<file path="src/rtl/store_ctrl_pkg.sv">
// Shared definitions for the store pushbutton controller: FSM encoding and helpers.
package store_ctrl_pkg;

    localparam int unsigned STATE_W = 2;

    typedef logic [STATE_W-1:0] state_t;

    localparam state_t IDLE     = 2'd0;
    localparam state_t CAPTURE  = 2'd1;
    localparam state_t STORE    = 2'd2;
    localparam state_t WAIT_REL = 2'd3;

    // Any state other than IDLE belongs to an in-flight press.
    function automatic logic state_is_busy(input state_t s);
        return (s != IDLE);
    endfunction

    // The single cycle in which the write strobe is asserted.
    function automatic logic state_is_store(input state_t s);
        return (s == STORE);
    endfunction

endpackage

</file>
<file path="src/rtl/store_pulse_ctrl_btn_debouncer.sv">
// Two-flop synchroniser followed by a saturating-restart debounce counter.
// btn_stable only follows the synchronised button after it has held a new
// level for DEBOUNCE_CYCLES consecutive clocks; any return to the old level
// restarts the count.
module btn_debouncer #(
    parameter int unsigned DEBOUNCE_CYCLES = 1_000_000,
    parameter int unsigned CNT_W           = $clog2(DEBOUNCE_CYCLES)
) (
    input  logic clk,
    input  logic rst_n,
    input  logic btn_raw,
    output logic btn_stable
);

    localparam logic [CNT_W-1:0] CNT_MAX = CNT_W'(DEBOUNCE_CYCLES - 1);

    logic             r_s1;
    logic             r_s2;
    logic             r_stable;
    logic [CNT_W-1:0] r_cnt;
    logic             w_differs;
    logic             w_expired;

    assign w_differs  = (r_s2 != r_stable);
    assign w_expired  = (r_cnt == CNT_MAX);
    assign btn_stable = r_stable;

    // Bring the asynchronous button into the clk domain; only r_s2 is used.
    always_ff @(posedge clk or negedge rst_n) begin
        if (!rst_n) begin
            r_s1 <= 1'b0;
            r_s2 <= 1'b0;
        end else begin
            r_s1 <= btn_raw;
            r_s2 <= r_s1;
        end
    end

    // Count consecutive cycles at a new level; accept it when the count expires.
    always_ff @(posedge clk or negedge rst_n) begin
        if (!rst_n) begin
            r_cnt    <= '0;
            r_stable <= 1'b0;
        end else if (!w_differs) begin
            r_cnt <= '0;
        end else if (w_expired) begin
            r_stable <= r_s2;
            r_cnt    <= '0;
        end else begin
            r_cnt <= r_cnt + CNT_W'(1);
        end
    end

endmodule

</file>
<file path="src/rtl/store_pulse_ctrl.sv">
// Store pushbutton front end for memory_system: one clean store strobe per
// debounced press, with data/address switches captured at press time and
// held until the next press.
module store_pulse_ctrl
    import store_ctrl_pkg::*;
#(
    parameter int unsigned DATA_W          = 8,
    parameter int unsigned ADDR_W          = 2,
    parameter int unsigned DEBOUNCE_CYCLES = 1_000_000,
    parameter int unsigned CNT_W           = $clog2(DEBOUNCE_CYCLES)
) (
    input  logic              clk,
    input  logic              rst_n,
    input  logic              btn_raw,
    input  logic [DATA_W-1:0] data_in,
    input  logic [ADDR_W-1:0] addr_in,
    output logic              btn_stable,
    output logic              busy,
    output logic              store,
    output logic [DATA_W-1:0] data_out,
    output logic [ADDR_W-1:0] addr_out
);

    logic              w_btn_stable;
    state_t            r_state;
    state_t            w_next_state;
    logic              w_store_d;
    logic              w_busy_d;
    logic              w_capture;
    logic              r_store;
    logic              r_busy;
    logic [DATA_W-1:0] r_data;
    logic [ADDR_W-1:0] r_addr;

    btn_debouncer #(
        .DEBOUNCE_CYCLES (DEBOUNCE_CYCLES),
        .CNT_W           (CNT_W)
    ) u_debouncer (
        .clk        (clk),
        .rst_n      (rst_n),
        .btn_raw    (btn_raw),
        .btn_stable (w_btn_stable)
    );

    // State register; store/busy are registered alongside so they change with the state.
    always_ff @(posedge clk or negedge rst_n) begin
        if (!rst_n) begin
            r_state <= IDLE;
            r_store <= 1'b0;
            r_busy  <= 1'b0;
        end else begin
            r_state <= w_next_state;
            r_store <= w_store_d;
            r_busy  <= w_busy_d;
        end
    end

    // Next-state logic: one pass through CAPTURE/STORE per debounced press.
    always_comb begin
        w_next_state = r_state;
        case (r_state)
            IDLE: begin
                if (w_btn_stable) begin
                    w_next_state = CAPTURE;
                end
            end
            CAPTURE: begin
                w_next_state = STORE;
            end
            STORE: begin
                w_next_state = WAIT_REL;
            end
            WAIT_REL: begin
                if (!w_btn_stable) begin
                    w_next_state = IDLE;
                end
            end
            default: begin
                w_next_state = IDLE;
            end
        endcase
    end

    // Output decode, computed from the next state so the registered copies track the state register.
    always_comb begin
        w_store_d = 1'b0;
        w_busy_d  = 1'b0;
        w_capture = 1'b0;
        w_store_d = state_is_store(w_next_state);
        w_busy_d  = state_is_busy(w_next_state);
        w_capture = (r_state == CAPTURE);
    end

    // Capture registers: loaded only while in CAPTURE, otherwise held.
    always_ff @(posedge clk or negedge rst_n) begin
        if (!rst_n) begin
            r_data <= '0;
            r_addr <= '0;
        end else if (w_capture) begin
            r_data <= data_in;
            r_addr <= addr_in;
        end
    end

    assign btn_stable = w_btn_stable;
    assign busy       = r_busy;
    assign store      = r_store;
    assign data_out   = r_data;
    assign addr_out   = r_addr;

endmodule
</file>
<file path="config.mk">
export PLATFORM = sky130hd
export DESIGN_NAME = store_pulse_ctrl
export DESIGN_NICKNAME = d
export VERILOG_FILES = /design/src/rtl/store_ctrl_pkg.sv /design/src/rtl/store_pulse_ctrl_btn_debouncer.sv /design/src/rtl/store_pulse_ctrl.sv
export SDC_FILE = /design/constraint.sdc
export NUM_CORES = 1
export LEC_CHECK = 0
export ABC_CLOCK_PERIOD_IN_PS = 2500
export BUFFER_PORTS_ARGS = -buffer_cell sky130_fd_sc_hd__clkbuf_2
export CAP_MARGIN = 30
export CORE_MARGIN = 2
export CORE_UTILIZATION = 25
export CTS_BUF_LIST = sky130_fd_sc_hd__clkbuf_8
export DETAILED_ROUTE_END_ITERATION = 8
export MAX_ROUTING_LAYER = met4
export PLACE_DENSITY = 0.46
export SLEW_MARGIN = 25
export SYNTH_ARGS = -nofsm -noshare
export SYNTH_HDL_FRONTEND = slang
export SYNTH_SLANG_ARGS = --single-unit
export TNS_END_PERCENT = 10
</file>
<file path="constraint.sdc">
create_clock -name clk -period 2.5 [get_ports clk]
set_clock_uncertainty 0.1 [all_clocks]
set_input_delay 0.75 -clock clk [delete_from_list [all_inputs] [get_ports clk]]
set_output_delay 0.75 -clock clk [all_outputs]
set_load 0.03 [all_outputs]
</file>
Word level (Yosys, flattened, before mapping):

Cells that the tools add are included.

* add/subtract/negate cells: 1
* equal/unequal tests: 6
* multiplexer cells: 5
* reduce and logical (&&, ||, !) cells: 3

Operators with widths (count)
* $mux W20: 2
* $add A20 B1 Y20 const B: 1
* $eq A20 B20 Y1 const B: 1
* $pmux W2 S4: 1
* $eq A2 B2 Y1 const B: 3
* $mux W2: 2
* $eq A2 B1 Y1 const B: 1
* $logic_not A2 Y1: 1
* $reduce_and A2 Y1: 1
* $reduce_bool A2 Y1: 1
* $ne A1 B1 Y1: 1

* register bits: 37
* bits of input ports: 13
* output and inout bits: 13
* word-level logic and storage cells: 24

Longest topological paths before layout:

Gate-level depths: netlist of run 1.

* depth in word-level cells: 3
* gate-level depth with buffers: 6
* mapped depth without buffers: 5

Hierarchy:

A second synthesis of run 1 with hierarchy kept.

* cells, all modules: 143
* area, all modules: 1667.8 um2

By module, submodules not included
* btn_debouncer: instances 1, cells an instance 110, area an instance 1108.6 um2, seq. area each 575.6 um2
* store_pulse_ctrl: instances 1, cells an instance 33, area an instance 559.3 um2, seq. area each 350.3 um2

Least setup slack after synthesis of run 1:

Ideal clock, no wire load.

* kind: reg-to-reg
* from: reg u_debouncer.r_cnt[7]
* to: reg u_debouncer.r_stable (netlist: u_debouncer.btn_stable)
* setup time: 125 ps
* arrival time: 1680 ps
* required time: 2275 ps
* path slack: 595 ps
* stages on the path, launching flop included: 4
* path buffers: 0
* clock period less this slack: 1905 ps
* cell sequence: dfrtp_1 or4b_4 or4_4 mux2_4

* cells in the longest elaborated chain, start to end: 2

RTL lines
* start: declaration: RTL line store_pulse_ctrl_btn_debouncer.sv:20 `logic [CNT_W-1:0] r_cnt;`
* start signal: assignment: RTL line store_pulse_ctrl_btn_debouncer.sv:50 `r_cnt <= r_cnt + CNT_W'(1);`
* $eq A20 B20 Y1: RTL line store_pulse_ctrl_btn_debouncer.sv:25 `assign w_expired = (r_cnt == CNT_MAX);`
* $reduce_and A2 Y1 (no source line)
* end signal: assignment: RTL line store_pulse_ctrl_btn_debouncer.sv:47 `r_stable <= r_s2;`
* end: declaration: RTL line store_pulse_ctrl_btn_debouncer.sv:19 `logic r_stable;`

No other way between the ends.
A chain may end at the register's enable or synchronous reset.

Worst setup path in the final report of run 1:

* from: reg u_debouncer.r_cnt[17]
* to: reg u_debouncer.r_stable (netlist: u_debouncer.btn_stable)

The elaborated chain is that of the path after synthesis.

==> summary.txt, run 1 <==
Status
  • Status: finished clean

Pwr
  • Peak supply drop: 0.219 mV
  • Power density cells: 536 nW/µm²
  • Static Leak: just over 0.9 nW
  • Power, Total: 1.06 mW

Detailed routing
  • TritonRoute pass-1 iters: 4
  • WL final: 3240 µm
  • DRC errors left: 0
  • Avg WL per Cell: between 10 and 15 µm
  • Routed Antenna Nets: 0
  • Starting DRT DRC Count: 61
  • DR vias: about 1,200
  • Via-to-Cell Ratio: approximately 4.5

Timing
  • Slew @ Worst Pin: 0.463 ns
  • Max Freq: 0.509 GHz
  • Setup TNS: 0 ns
  • RSZ-0062 raised after global routing: no
  • Max_slew headroom: 69.2%
  • Worst Slack Setup Final: 0.536 ns
  • Minimum period implied by the final worst setup slack: 1.96 ns
  • Pins Over Slew Limit: 0
  • Min Hold Slack: 0.252 ns
  • Final setup vio count: 0
  • Final Hold Fails: 0
  • Post-route clock period utilization: 78.5%

Clock network
  • Root Buffer: clkbuf_8
  • TritonCTS clock tree: built
  • CTS Sinks: 37
  • CTS Hold Bufs: 0
  • Post-cts resize count: 0
  • Clock transition at the registers of the reported paths: 0.08 ns
  • H-tree depth: 2
  • Deepest clock path buffer count: 2
  • Worst skew pair latency: 0.28 ns
  • TritonCTS buffer count: 5
  • Post-CTS Setup Inserts: 0

Critical path
  • CP max FO: 4
  • R2r setup slk: 0.54 ns
  • R2R depth: 4
  • CP Class: reg -> reg
  • CP required: 2.57 ns
  • RR Endpoint: u_debouncer.btn_stable
  • Crit. End Element: flop
  • Startpoint types: flop
  • Reg-to-reg startpoint: u_debouncer.r_cnt[17]
  • CP Data Arrival Time: 2.04 ns

Global routing
  • Number of global-route vias before repair: between 1,000 and 1,500
  • Largest net degree at the start of global routing: 19
  • Total GRT Usage: 10.0%
  • Initial antenna violation count: 0
  • First-pass GRT wire length: 5550 µm
  • Grt ovf: 0

Finish
  • Antenna Cells: 0
  • P&R area growth vs syn: 20.3%
  • Layout Cells excl Fill: 257
  • Final net count: 193
  • Layout cells sized above 1: a little under a third
  • Post-layout util: 31.1%
  • # fillers: 673
  • Design area: just under 2000 µm²

Hold path
  • Hold path cells: 0
  • Worst hold start: u_debouncer.r_s1
  • Worst Hold Class: reg -> reg
  • Worst Hold Path EP: u_debouncer.r_s2

Placed design
  • Post-DP HPWL: between 2000 and 2500 µm
  • Area post-placement: approximately 1900 µm²
  • Pre-CTS setup slack: 0.539 ns
  • Routability Congestion: 0.742
  • IO Port Bufs: 25
  • DP Cell Count: 249

Job
  • Max_cap viols: 0

Floorplan
  • Core Area: 6390 µm²
  • Row count: 29
  • Starting Density: around 26%
  • Die width: between 80 and 90 µm
  • Total die area: 7270 µm²
  • I/O pin cnt: 26
  • Height of the die: 85.3 µm

Synthesis
  • Ys flop type: dfrtp_1
  • Post-synthesis average cell area: 11.5 µm²
  • Cells after synthesis: 144
  • Net Count, Synth: ~160
  • Synth unique cells: 32
  • Ys async rst share: 100%
  • Synth Register Bits: 37
  • Synth Cell Area: 1650 µm²
  • Ys Warns: 0
  • Number of enable flip-flop cells after synthesis: 0
  • Seq/Total Area, Yosys: a little under three fifths
per-layer routing:
| layer | global-route usage, % | share of wire (%) | vias up |
|---|---|---|---|
| met5 | - | 0 | - |
| met4 | 2.16 | 0.25 | 0 |
| met3 | 3.21 | 5.7 | 2 |
| met2 | 14.6 | 43 | 31 |
| met1 | 13.7 | 51 | 548 |
| li1 | - | - | 580 |
registers in the layout (all words and copies together) (netlist names):
signal                  flops
u_debouncer.r_cnt          20
data_out                    8
addr_out                    2
r_state                     2
busy                        1
store                       1
u_debouncer.btn_stable      1
u_debouncer.r_s1            1
u_debouncer.r_s2            1
cell usage in the layout, fill, tap and decap left out, types with 2 or more instances in the layout:
cell	n
nor2b_1	2
nand4_1	4
dfrtp_1	37
nand2_1	9
clkbuf_2	25
xor2_1	5
clkbuf_8	5
nor3_1	2
xnor2_1	7
or3_2	2
or3_1	4
o21ai_0	5
mux2_2	10
and4_1	4
buf_4	6
nor4_1	2
clkinvlp_4	2
nand3_1	7
nor2_1	19
a21oi_1	7
inv_1	3
critical path, cell delays in order (launching register included):
cell and delay, ns:
dfrtp_1 0.39, nand3_2 0.11, or4b_4 0.51, or4_4 0.44, mux2_4 0.30
cell families after synthesis:
kind of cell	Yosys count	share of synthesized area (%)
muxes	11	7.73
buffers and inverters	5	1.59
adders and majority gates	1	0.757
AOI/OAI and AO/OA	15	6.29
and+or+nand+nor	63	21.2
xor gates and xnor gates	12	6.36
DFF	37	56.1
final cells by class:
cell class / count / area, µm² / share of cell area, %
tap: 77 / 96.3 / 4.85
clock inverter: 3 / 18.8 / 0.945
sequential: 37 / 926 / 46.6
clock buffer: 5 / 68.8 / 3.46
multi-input combinational: 102 / 699 / 35.2
inverter: 2 / 7.51 / 0.378
timing repair buffer: 31 / 170 / 8.56
worst max-delay path by stage:
stage	startpoint	to	depth (start not counted)
after CTS	u_debouncer.r_cnt[17]	u_debouncer.btn_stable	4
after detailed placement	u_debouncer.r_cnt[17]	u_debouncer.btn_stable	4
final	u_debouncer.r_cnt[17]	u_debouncer.btn_stable	4
after floorplan	u_debouncer.r_cnt[7]	u_debouncer.btn_stable	3
after global routing	u_debouncer.r_cnt[17]	u_debouncer.btn_stable	4
after global placement	u_debouncer.r_cnt[17]	u_debouncer.btn_stable	4
power breakdown:
| group | internal (mW) | switching [mW] | leakage (nW) | total, mW |
|---|---|---|---|---|
| combinational | 0.0166 | 0.0233 | 0.367 | 0.0399 |
| sequential | 0.603 | 0.00468 | 0.510 | 0.608 |
| clock | 0.193 | 0.224 | 0.0416 | 0.417 |
cell usage after synthesis, types with 2 or more instances:
master     n  area (µm²)
nand2_1    9        33.8
mux2_2    10         113
inv_1      2        7.51
or3_1      4        25.0
or3_2      2        15.0
o21ai_0    5        25.0
nor4_1     2        12.5
nor3_1     2        10.0
nor2_1    19        71.3
and4_1     4        35.0
a21oi_1    7        35.0
dfrtp_1   37         926
nand4_1    4        25.0
clkbuf_1   2        7.51
nand3_1    7        35.0
nor2b_1    2        12.5
xnor2_1    7        61.3
xor2_1     5        43.8
(Power assumes the default switching activity.)
==> run 2, diff against run 1 <==
Settings changed: ABC_CLOCK_PERIOD_IN_PS 2500 to 1760, PLACE_DENSITY 0.46 to 0.47.
Clock period 2.5 ns to 1.76 ns, I/O delays scaled along.
==> summary.txt, run 2 (same netlist as run 1, synthesis figures left out) <==
Status
  • Status: finished with violations
  • Failing checks: negative setup slack

Finish
  • Layout Cells excl Fill: roughly 280
  • Register area: 926 µm²
  • Post-layout util: between 30% and 40%
  • # fillers: 658
  • Largest register FFs: 20
  • Most common cell after layout, fill and taps aside: dfrtp_1
  • P&R area growth vs syn: 32.4%
  • Antenna Cells: 0
  • Most frequent cells in the layout: dfrtp_1, buf_4, clkbuf_2
  • Largest register by flop count: u_debouncer.r_cnt
  • Multi-input logic area: 699 µm²
  • Final net count: 215
  • Layout cells sized above 1: between 30 and 40%

Clock network
  • TritonCTS clock tree: built
  • Worst skew pair latency: 0.29 ns
  • TritonCTS buffer count: 5
  • Deepest clock path buffer count: 2
  • CTS Sinks: 37
  • Root Buffer: clkbuf_8
  • CTS Hold Bufs: 0
  • H-tree depth: 2
  • Clock transition at the registers of the reported paths: 0.08 ns

Timing
  • Worst Slack Setup Final: -0.139 ns
  • Final Hold Fails: 0
  • Max Freq: 0.527 GHz
  • Pins Over Slew Limit: 0
  • Final setup vio count: 21
  • Setup TNS: -0.961 ns
  • Post-route clock period utilization: 108%
  • Minimum period implied by the final worst setup slack: 1.90 ns
  • Slew @ Worst Pin: 0.470 ns
  • RSZ-0062 raised after global routing: yes
  • Max_slew headroom: 68.6%

Pwr
  • Static Leak: 1.05 nW
  • Peak supply drop: 0.440 mV
  • Power density cells: 759 nW/µm²

Critical path
  • Crit-path cells: nand3_2 -> or4b_4 -> or4_4 -> mux2_4
  • CP Class: reg -> reg
  • Critical Path Max Stage Delay: 0.49 ns
  • Crit. End Element: flop
  • Crit path buffers/inverters: 0
  • Delay-heaviest family, CP: simple AND/OR/NAND/NOR gates
  • CP max FO: 2
  • Crit-path slowest cell: or4b_4
  • CP Data Arrival Time: around 2 ns
  • CP required: 1.83 ns
  • Startpoint types: flop

Floorplan
  • Core Area: roughly 6400 µm²
  • Height of the die: 85.3 µm
  • Total die area: around 7300 µm²
  • Row count: 29
  • Starting Density: 25.9%
  • I/O pin cnt: 26
  • Die width: 85.3 µm

Detailed routing
  • Routed Antenna Nets: 0
  • Via-to-Cell Ratio: 4.44
  • TritonRoute pass-1 iters: 4
  • Avg WL per Cell: 11.9 µm
  • DR vias: 1,238
  • WL final: 3310 µm
  • Starting DRT DRC Count: 24
  • DRC errors left: 0

Global routing
  • Grt ovf: 0
  • Met2 usage: 14.3%
  • First-pass GRT wire length: 5830 µm
  • Total GRT Usage: ~10%
  • M1 GR Usage: 14.6%
  • Top Usage Layer GRT: met1
  • Number of global-route vias before repair: 1,231
  • Initial antenna violation count: 0
  • Met3 Use GR: under 10%
  • Largest net degree at the start of global routing: 38

Placed design
  • DP Cell Count: 267
  • Post-DP HPWL: about 2400 µm
  • IO Port Bufs: 25
  • Pre-CTS setup slack: -0.151 ns
  • Routability Congestion: a little under 0.8

Job
  • Max_cap viols: 0

Hold path
  • Worst Hold Class: in -> async
==> run 2: area by class of cell <==
| type | count | share of cell area, % |
|---|---|---|
| sequential | 37 | 42.3 |
| multi-input combinational | 102 | 32.0 |
| timing repair buffer | 53 | 15.7 |
| tap | 77 | 4.41 |
| clock buffer | 5 | 3.15 |
| clock inverter | 3 | 2.12 |
| inverter | 2 | 0.343 |
==> run 2: final timing paths <==
check / startpoint / end / slack (ns) / cells after the start
max: u_debouncer.r_cnt[17] / u_debouncer.btn_stable / -0.14 / 4
min: rst_n / u_debouncer.r_cnt[6] / 0.18 / 2
max reg2reg: u_debouncer.r_cnt[17] / u_debouncer.btn_stable / -0.14 / 4
min reg2reg: u_debouncer.r_s1 / u_debouncer.r_s2 / 0.26 / 0
max in group asynchronous: rst_n / u_debouncer.btn_stable / 1.05 / 2
min in group clk: btn_raw / u_debouncer.r_s1 / 0.24 / 1
==> run 2: metrics by stage <==
step                hold WS (ns)  instance area [µm²]  power (mW)
floorplan                  0.132                 1650       0.899
global placement           0.234                 2030       0.941
detailed placement         0.247                 2030       0.942
CTS                        0.196                 2160        1.70
global route               0.217                 2190        1.74
finish                     0.181                 2190        1.66
==> run 2: worst reg2reg max path, cell delays in order, from the launching register on <==
cell	delay, ns
dfrtp_1	0.37
nand3_2	0.09
or4b_4	0.49
or4_4	0.44
mux2_4	0.30
==> run 2: repair_timing <==
item | in CTS | in global routing
gates cloned | 0 | 0
gates resized for setup | 2 | 0
setup endpoints to repair | 21 | 21
buffers inserted | 1 | 3
hold endpoints to repair | 0 | 0
pin swaps | 1 | 1
==> run 2: power by group <==
group	switching [mW]	total (mW)	internal, mW
clock network	0.313	0.737	0.424
logic	0.0336	0.0606	0.0270
registers	0.00594	0.863	0.857
==> run 2: layer usage <==
layer | share of wire, % | vias to the layer above
li1 | - | 625
met1 | 51 | 578
met2 | 44 | 31
met3 | 4.5 | 4
met4 | 0.81 | 0
met5 | 0 | -
